`config.mk`:
```
export PLATFORM = sky130hd
export DESIGN_NAME = irq_controller
export DESIGN_NICKNAME = d
export VERILOG_FILES = /design/src/rtl/gba_io_pkg.sv /design/src/rtl/irq_edge_detect.sv /design/src/rtl/irq_controller.sv
export SDC_FILE = /design/constraint.sdc
export NUM_CORES = 1
export LEC_CHECK = 0
export CORE_UTILIZATION = 36
export DETAILED_ROUTE_END_ITERATION = 10
export GPL_ROUTABILITY_DRIVEN = 0
export HOLD_SLACK_MARGIN = 0.08
export PLACE_DENSITY = 0.89
export RECOVER_POWER = 50
export SYNTH_ARGS = -nofsm -noshare
export SYNTH_HDL_FRONTEND = slang
export SYNTH_HIERARCHICAL = 1
export SYNTH_SLANG_ARGS = --single-unit
```
`constraint.sdc`:
```
create_clock -name clk_mem -period 3.2 [get_ports clk_mem]
set_input_delay 0.96 -clock clk_mem [delete_from_list [all_inputs] [get_ports clk_mem]]
set_output_delay 0.96 -clock clk_mem [all_outputs]
set_load 0.005 [all_outputs]
```
`src/rtl/gba_io_pkg.sv`:
```
// Shared definitions for the GBA I/O register block.
// Holds the I/O address map, the interrupt source bit indices, the set of
// sources that may wake the CPU from STOP, and the power-state encoding.
package gba_io_pkg;

    // I/O register word addresses (decoded from addr[11:0])
    localparam logic [11:0] IO_TM0 = 12'h100;
    localparam logic [11:0] IO_TM1 = 12'h104;
    localparam logic [11:0] IO_TM2 = 12'h108;
    localparam logic [11:0] IO_TM3 = 12'h10C;
    localparam logic [11:0] IO_IE_IF = 12'h200;
    localparam logic [11:0] IO_IME = 12'h208;
    localparam logic [11:0] IO_HALTCNT = 12'h300;

    // Interrupt source bit positions in IE/IF
    localparam int IRQ_VBLANK = 0;
    localparam int IRQ_HBLANK = 1;
    localparam int IRQ_VCOUNT = 2;
    localparam int IRQ_TIMER0 = 3;
    localparam int IRQ_TIMER1 = 4;
    localparam int IRQ_TIMER2 = 5;
    localparam int IRQ_TIMER3 = 6;
    localparam int IRQ_SERIAL = 7;
    localparam int IRQ_DMA0 = 8;
    localparam int IRQ_DMA1 = 9;
    localparam int IRQ_DMA2 = 10;
    localparam int IRQ_DMA3 = 11;
    localparam int IRQ_KEYPAD = 12;
    localparam int IRQ_GAMEPAK = 13;

    // Only SERIAL, KEYPAD and GAMEPAK may leave STOP: everything else is
    // clocked by blocks that are frozen while stopped.
    localparam logic [13:0] STOP_WAKE_MASK = 14'h3080;

    typedef enum logic [1:0] {
        RUN = 2'd0,
        HALT = 2'd1,
        STOP = 2'd2
    } power_state_t;

endpackage

```
`src/rtl/irq_edge_detect.sv`:
```
// Per-source rising-edge detector for the interrupt controller.
// Ports:
//   clk_mem - system clock
//   rst     - asynchronous active-high reset
//   src     - NSRC raw source levels
//   rise    - one-cycle high where src is high now and was low last edge
// src_q resets to 0, so a source already high at reset release is seen as
// a rising edge on the first clock.
module irq_edge_detect #(
    parameter int NSRC = 14
) (
    input  logic            clk_mem,
    input  logic            rst,
    input  logic [NSRC-1:0] src,
    output logic [NSRC-1:0] rise
);

    logic [NSRC-1:0] src_q;

    always_ff @(posedge clk_mem or posedge rst) begin
        if (rst) src_q <= '0;
        else     src_q <= src;
    end

    assign rise = src & ~src_q;

endmodule

```
`src/rtl/irq_controller.sv`:
```
// GBA interrupt controller: IE / IF / IME registers, CPU IRQ line and the
// HALT/STOP low-power handshake through HALTCNT.
// Ports:
//   clk_mem, rst      - clock, asynchronous active-high reset
//   addr, data_in     - I/O bus address (addr[11:0] decoded) and write data
//   data_out          - combinational read data for addr
//   read, write       - bus strobes; reads have no side effects
//   tm_ovf            - timer 0..3 overflow pulses, merged into IF bits 6:3
//   irq_src           - remaining interrupt sources
//   irq               - registered CPU interrupt request
//   cpu_halt          - high while the CPU is held in HALT or STOP
module irq_controller
    import gba_io_pkg::*;
#(
    parameter int NSRC = 14
) (
    input  logic            clk_mem,
    input  logic            rst,
    input  logic [23:0]     addr,
    input  logic [31:0]     data_in,
    output logic [31:0]     data_out,
    input  logic            read,
    input  logic            write,
    input  logic [3:0]      tm_ovf,
    input  logic [NSRC-1:0] irq_src,
    output logic            irq,
    output logic            cpu_halt
);

    logic [NSRC-1:0] src, rise, clr, pending;
    logic [NSRC-1:0] ie, iflag;
    logic            ime, postflg;
    logic            hit_ie_if, hit_ime, hit_haltcnt;
    power_state_t    state, next_state;

    // Bus signals this block never looks at
    logic unused;
    assign unused = &{1'b0, read, addr[23:12], addr[1:0], data_in[31:30], data_in[14]};

    assign hit_ie_if   = (addr[11:2] == IO_IE_IF[11:2]);
    assign hit_ime     = (addr[11:2] == IO_IME[11:2]);
    assign hit_haltcnt = (addr[11:2] == IO_HALTCNT[11:2]);

    always_comb begin
        src = irq_src;
        src[IRQ_TIMER0 +: 4] = irq_src[IRQ_TIMER0 +: 4] | tm_ovf;
    end

    irq_edge_detect #(.NSRC(NSRC)) u_edge (
        .clk_mem (clk_mem),
        .rst     (rst),
        .src     (src),
        .rise    (rise)
    );

    // Write-1-to-clear; OR-ing rise in after the clear lets a new event win
    assign clr     = (write && hit_ie_if) ? data_in[16 +: NSRC] : '0;
    assign pending = ie & iflag;

    always_ff @(posedge clk_mem or posedge rst) begin
        if (rst) begin
            ie      <= '0;
            iflag   <= '0;
            ime     <= 1'b0;
            postflg <= 1'b0;
            irq     <= 1'b0;
        end else begin
            iflag <= (iflag & ~clr) | rise;
            irq   <= ime & (|pending);
            if (write && hit_ie_if)   ie      <= data_in[NSRC-1:0];
            if (write && hit_ime)     ime     <= data_in[0];
            if (write && hit_haltcnt) postflg <= data_in[0];
        end
    end

    // Power FSM
    always_ff @(posedge clk_mem or posedge rst) begin
        if (rst) state <= RUN;
        else     state <= next_state;
    end

    always_comb begin
        next_state = state;
        case (state)
            RUN: begin
                // A pending enabled interrupt refuses the sleep request
                if (write && hit_haltcnt && !(|pending))
                    next_state = data_in[15] ? STOP : HALT;
            end
            HALT: if (|pending) next_state = RUN;
            STOP: if (|(pending & NSRC'(STOP_WAKE_MASK))) next_state = RUN;
            default: next_state = RUN;
        endcase
    end

    assign cpu_halt = (state != RUN);

    // Read mux; reserved bits and unmapped addresses return 0
    always_comb begin
        data_out = '0;
        if (hit_ie_if) begin
            data_out[NSRC-1:0]       = ie;
            data_out[16 +: NSRC]     = iflag;
        end else if (hit_ime) begin
            data_out[0] = ime;
        end else if (hit_haltcnt) begin
            data_out[0] = postflg;
        end
    end

endmodule

```
# Yosys cells after proc, flatten, opt, wreduce, memory -nomap -nowiden
# Cells that the tools add are included.
# classes
eq_ne	8
mux	11
bitwise	8
n_reduce_logical	10
# ops
operator	count
14-bit AND	3
10-bit by 8-bit == test with 1-bit output, second input constant	3
14-bit two-way mux	2
14-bit inverter	2
14-bit bitwise OR	1
14-bit OR reduction	1
13-bit two-way mux	1
2-bit two-way mux	4
2-bit inequality test, second input constant	3
2-bit case mux with 3 select lines	1
1-bit logical AND	4
4-bit bitwise OR	1
1-bit two-way mux	3
3-bit AND reduction	1
3-bit OR reduction	1
2-bit by 1-bit == test with 1-bit output, second input constant	1
2-bit == test, second input constant	1
2-bit logical NOT	1
2-bit nonzero test	1
1-bit AND	1
1-bit logical NOT	1
# totals
regBits	47
out_inout_bits	34
word_cells	44

# Depth between registers and ports, before layout
# depth
depth_word	6
depth_mapped	6
ltp_nobuf	4

# By module
# Netlist, hierarchy kept.
# modules_own_cells
mod	n_inst	cells_each	area_per_inst_um2	seq_area_each_um2
irq_controller	1	150	1647.8	825.8
irq_edge_detect	1	29	546.8	350.3

# Worst setup path after synthesis
# OpenSTA, ideal clock, no wires.
# synth_path
path_type	input to output
start	input port addr[11]
end	output port data_out[10]
t_arrival_ns	2.418
t_required_ns	2.240
slack_ns	-0.178
stages	5
path_cell_list	or4_1 buf_2 nor4_2 clkbuf_1 and2_1
# synth_between
elab_chain_cells	2
# synth_lines
item	line_no	source
from (decl)	irq_controller.sv:19	input logic [23:0] addr,
10-bit by 8-bit == test with 1-bit output	irq_controller.sv:40	assign hit_ie_if = (addr[11:2] == IO_IE_IF[11:2]);
13-bit two-way mux	irq_controller.sv:101	if (hit_ie_if) begin
to (decl)	irq_controller.sv:21	output logic [31:0] data_out,
# Every way passes these cells.

# Final worst setup path
# layout_path
start	input port addr[10]
end	output port data_out[26]
# layout_between
elab_chain_cells	2
# layout_lines
item	line_no
10-bit by 8-bit == test with 1-bit output	irq_controller.sv:40
14-bit two-way mux	irq_controller.sv:101
# Every way passes these cells.

==> flow_summary.ini <==
[yosys]
yosysWarnings = 6
syn_inst = 179
seq_area_frac_synth_pct = 53.59
synth_async_sr_flop_share_pct = 100.0
ys_ff_latch = 47
synth-main-ff-cell = dfrtp_1
syn_area_per_cell_um2 = 12.26
syn_area_um2 = 2195
synth_edf_count = 0
synth_cell_types = 30

[clock_network]
htree_num_levels = 2
cts_sinks = 47
cts_tree = built
clk_path_buf_depth = 2
cts.clk_slew.worst_paths_ns = 0.08
cts_hold_buf = 0
cts-root-buf = clkbuf_8
cts_buffers = 5
worstSkewPairLatency_ns = 0.29

[floorplanning]
ioPinCount = 112
die_w_um = 80.08
core-area_um2 = 5886
start_util_pct = 37.29
design.die.area_um2 = 6412
std_cell_rows = 28
die_y_um = 80.08

[pwr]
p_per_area_nw_per_um2 = 320.5
pwr-share-clk_pct = 34.2
seqPwrFrac_pct = 54.6
cellLeakagePower_nw = 1.600
internal_power_w = 0.0008872
p_comb_share_pct = 11.2
irDropWorstVdd_uv = 191.5
swShare_pct = 21.36
p_switching_w = 0.0002409

[worst_setup_path]
end_kind = output pin
cp_max_fo = 3
worstPathRequired_ns = 2.24
crit_type = in -> out
startpoint_type = input pin
cp.arrival_ns = 2.55

[timing]
setup_ws_ns = -0.3075
finalCriticalPeriod_ns = 3.508
slew_headroom_pct = 27.18
period_share_pct = 109.6
hold_viol = 0
setup_tns_ns = -6.255
setup_viol = 27
rsz0062_at_grt = yes
fmax_mhz = 285.1
drv_slew = 0
tightest_slew_ns = 1.092
fin_skew_ns = 0.004960

[place]
io_buffer_count = 89
hpwlAfterDp_um = 3803
preCtsSetupSlack_ns = -0.8632

[grt]
antenna_found_initial = 0
grt_pass1_wl_um = 8597
grt_pass1_vias = 1790
grt_overflow = 0
grt_max_degree = 29
grt_usage_pct = 18.12

[cells_and_area]
final_nets = 365
area_growth_pct = 60.38
antennaDiodeCount = 0
drive_gt1_share_pct = 42.36
fillers = 474

[detailed_routing]
viasPerCell = 4.722
vias = 1714
wl_um = 5528
drt_pass1_iterations = 4
wl_per_cell_um = 15.23
drt.antenna.violating_nets = 0
dr.first_iter.drc_count = 30
drc = 0

[run]
cap_viol_max_count = 0

[outcome]
violations = setup timing
status = finished with violations

[min_path]
hp-class = reg -> reg
## per-stage QoR
step                cells  cell area (um^2)  hold slack [ns]  utilization (%)  total power, W
finish                363              3520           0.4729            59.80        0.001128
global route          363              3520           0.5016            59.80        0.001173
CTS                   366              3532           0.4659            60.01        0.001144
detailed placement    345              3242           0.4547            55.08       0.0007634
floorplan             182              2230           0.4251                -       0.0006725
global placement      345              3242           0.4379            55.08       0.0007588
## cells by family after synthesis
logic type,after synthesis,share of synthesized area [%]
mux,17,8.666
buf+inv,15,3.991
other cells,1,0.1709
compound gates,23,8.039
simple gates,76,25.54
flops,47,53.59
## metal layers
metal | GRT usage [%] | wire (um)
met1 | 21.53 | 2300
met2 | 33.33 | 2915
met3 | 3.295 | 280
met4 | 4.821 | 31
met5 | 0 | 0
## worst max-delay path, stage by stage
cell and delay (ns):
clkbuf_2 0.09, or4_4 0.56, nor4_4 0.33, clkbuf_16 0.21
buf_6 0.10, buf_6 0.08, and2_4 0.13, buf_6 0.09
## area by class of cell
| class | instances | area [um^2] | share of cell area [%] |
|---|---|---|---|
| timing repair buffer | 108 | 1107 | 31.46 |
| multi-input combinational | 120 | 1023 | 29.08 |
| inverter | 5 | 18.77 | 0.5332 |
| clock buffer | 8 | 100.1 | 2.844 |
| sequential | 47 | 1176 | 33.42 |
| tap | 75 | 93.84 | 2.666 |
## Yosys cell counts, types with 2 or more instances
cell      count  area (um^2)
dfrtp_1      47         1176
or2_2         4        25.02
buf_6         2        22.52
nor2b_4      14        192.7
nand2_1      16        60.06
a21o_1       14        105.1
a222oi_1      2        20.02
and2_1       27        168.9
clkbuf_1      3        11.26
inv_1         5        18.77
nor2_1        3        11.26
buf_4         4        30.03
mux2_2       16        180.2
nor4_1        3        18.77
a22oi_1       4        30.03
## flip-flops by register name (all words and copies together) (netlist names)
name,cells
ie,14
state,2
iflag,14
u_edge/src_q,14
irq,1
ime,1
postflg,1
## path summary, 6_finish.rpt
path	startpoint	to	slack (ns)	cells past startpoint
hold reg to reg	state[1]	state[0]	0.47	1
min in group asynchronous	rst	iflag[1]	1.19	2
setup reg to reg	iflag[7]	state[1]	1.85	4
setup / recovery	addr[10]	data_out[26]	-0.31	8
hold / removal	state[1]	state[0]	0.47	1
max in group asynchronous	rst	ie[13]	0.63	3
## cells in the final DEF, fill, tap and decap left out, types with 2 or more instances in the layout
| cell | Yosys | final |
|---|---|---|
| clkdlybuf4s50_1 | 0 | 37 |
| nor2b_4 | 14 | 14 |
| clkbuf_8 | 0 | 7 |
| and2_1 | 27 | 3 |
| a21o_1 | 14 | 14 |
| clkbuf_2 | 0 | 2 |
| nor4_4 | 1 | 2 |
| or2_2 | 4 | 4 |
| nor4_1 | 3 | 3 |
| a22oi_1 | 4 | 4 |
| buf_12 | 0 | 2 |
| buf_4 | 4 | 7 |
| dfrtp_1 | 47 | 47 |
| a222oi_1 | 2 | 2 |
| and2_4 | 0 | 24 |
| nand2_1 | 16 | 16 |
| dlygate4sd3_1 | 0 | 15 |
| buf_2 | 1 | 5 |
| buf_6 | 2 | 32 |
| clkbuf_1 | 3 | 2 |
| clkdlybuf4s15_1 | 0 | 2 |
| inv_1 | 5 | 5 |
| conb_1 | 1 | 4 |
| mux2_2 | 16 | 16 |
| nor2_1 | 3 | 3 |
| buf_8 | 0 | 2 |
## power groups by stage
stage	clock network, W	registers (W)	logic, W
6_report	0.000385	0.000616	0.000127
5_1_grt	0.000418	0.000618	0.000138
4_1_cts	0.000394	0.000616	0.000135
3_5_place_dp	0	0.000628	0.000136
3_3_place_gp	0	0.000627	0.000132
2_1_floorplan	0	0.000626	0.0000465
## repair_timing
item,in CTS,in global routing
pin swaps,16,3
gates cloned,3,0
endpoints found under the setup margin,28,28
setup buffers,10,1
gates resized for setup,175,22
endpoints found under the hold margin,0,0
Power figures use the tool's default switching activity.
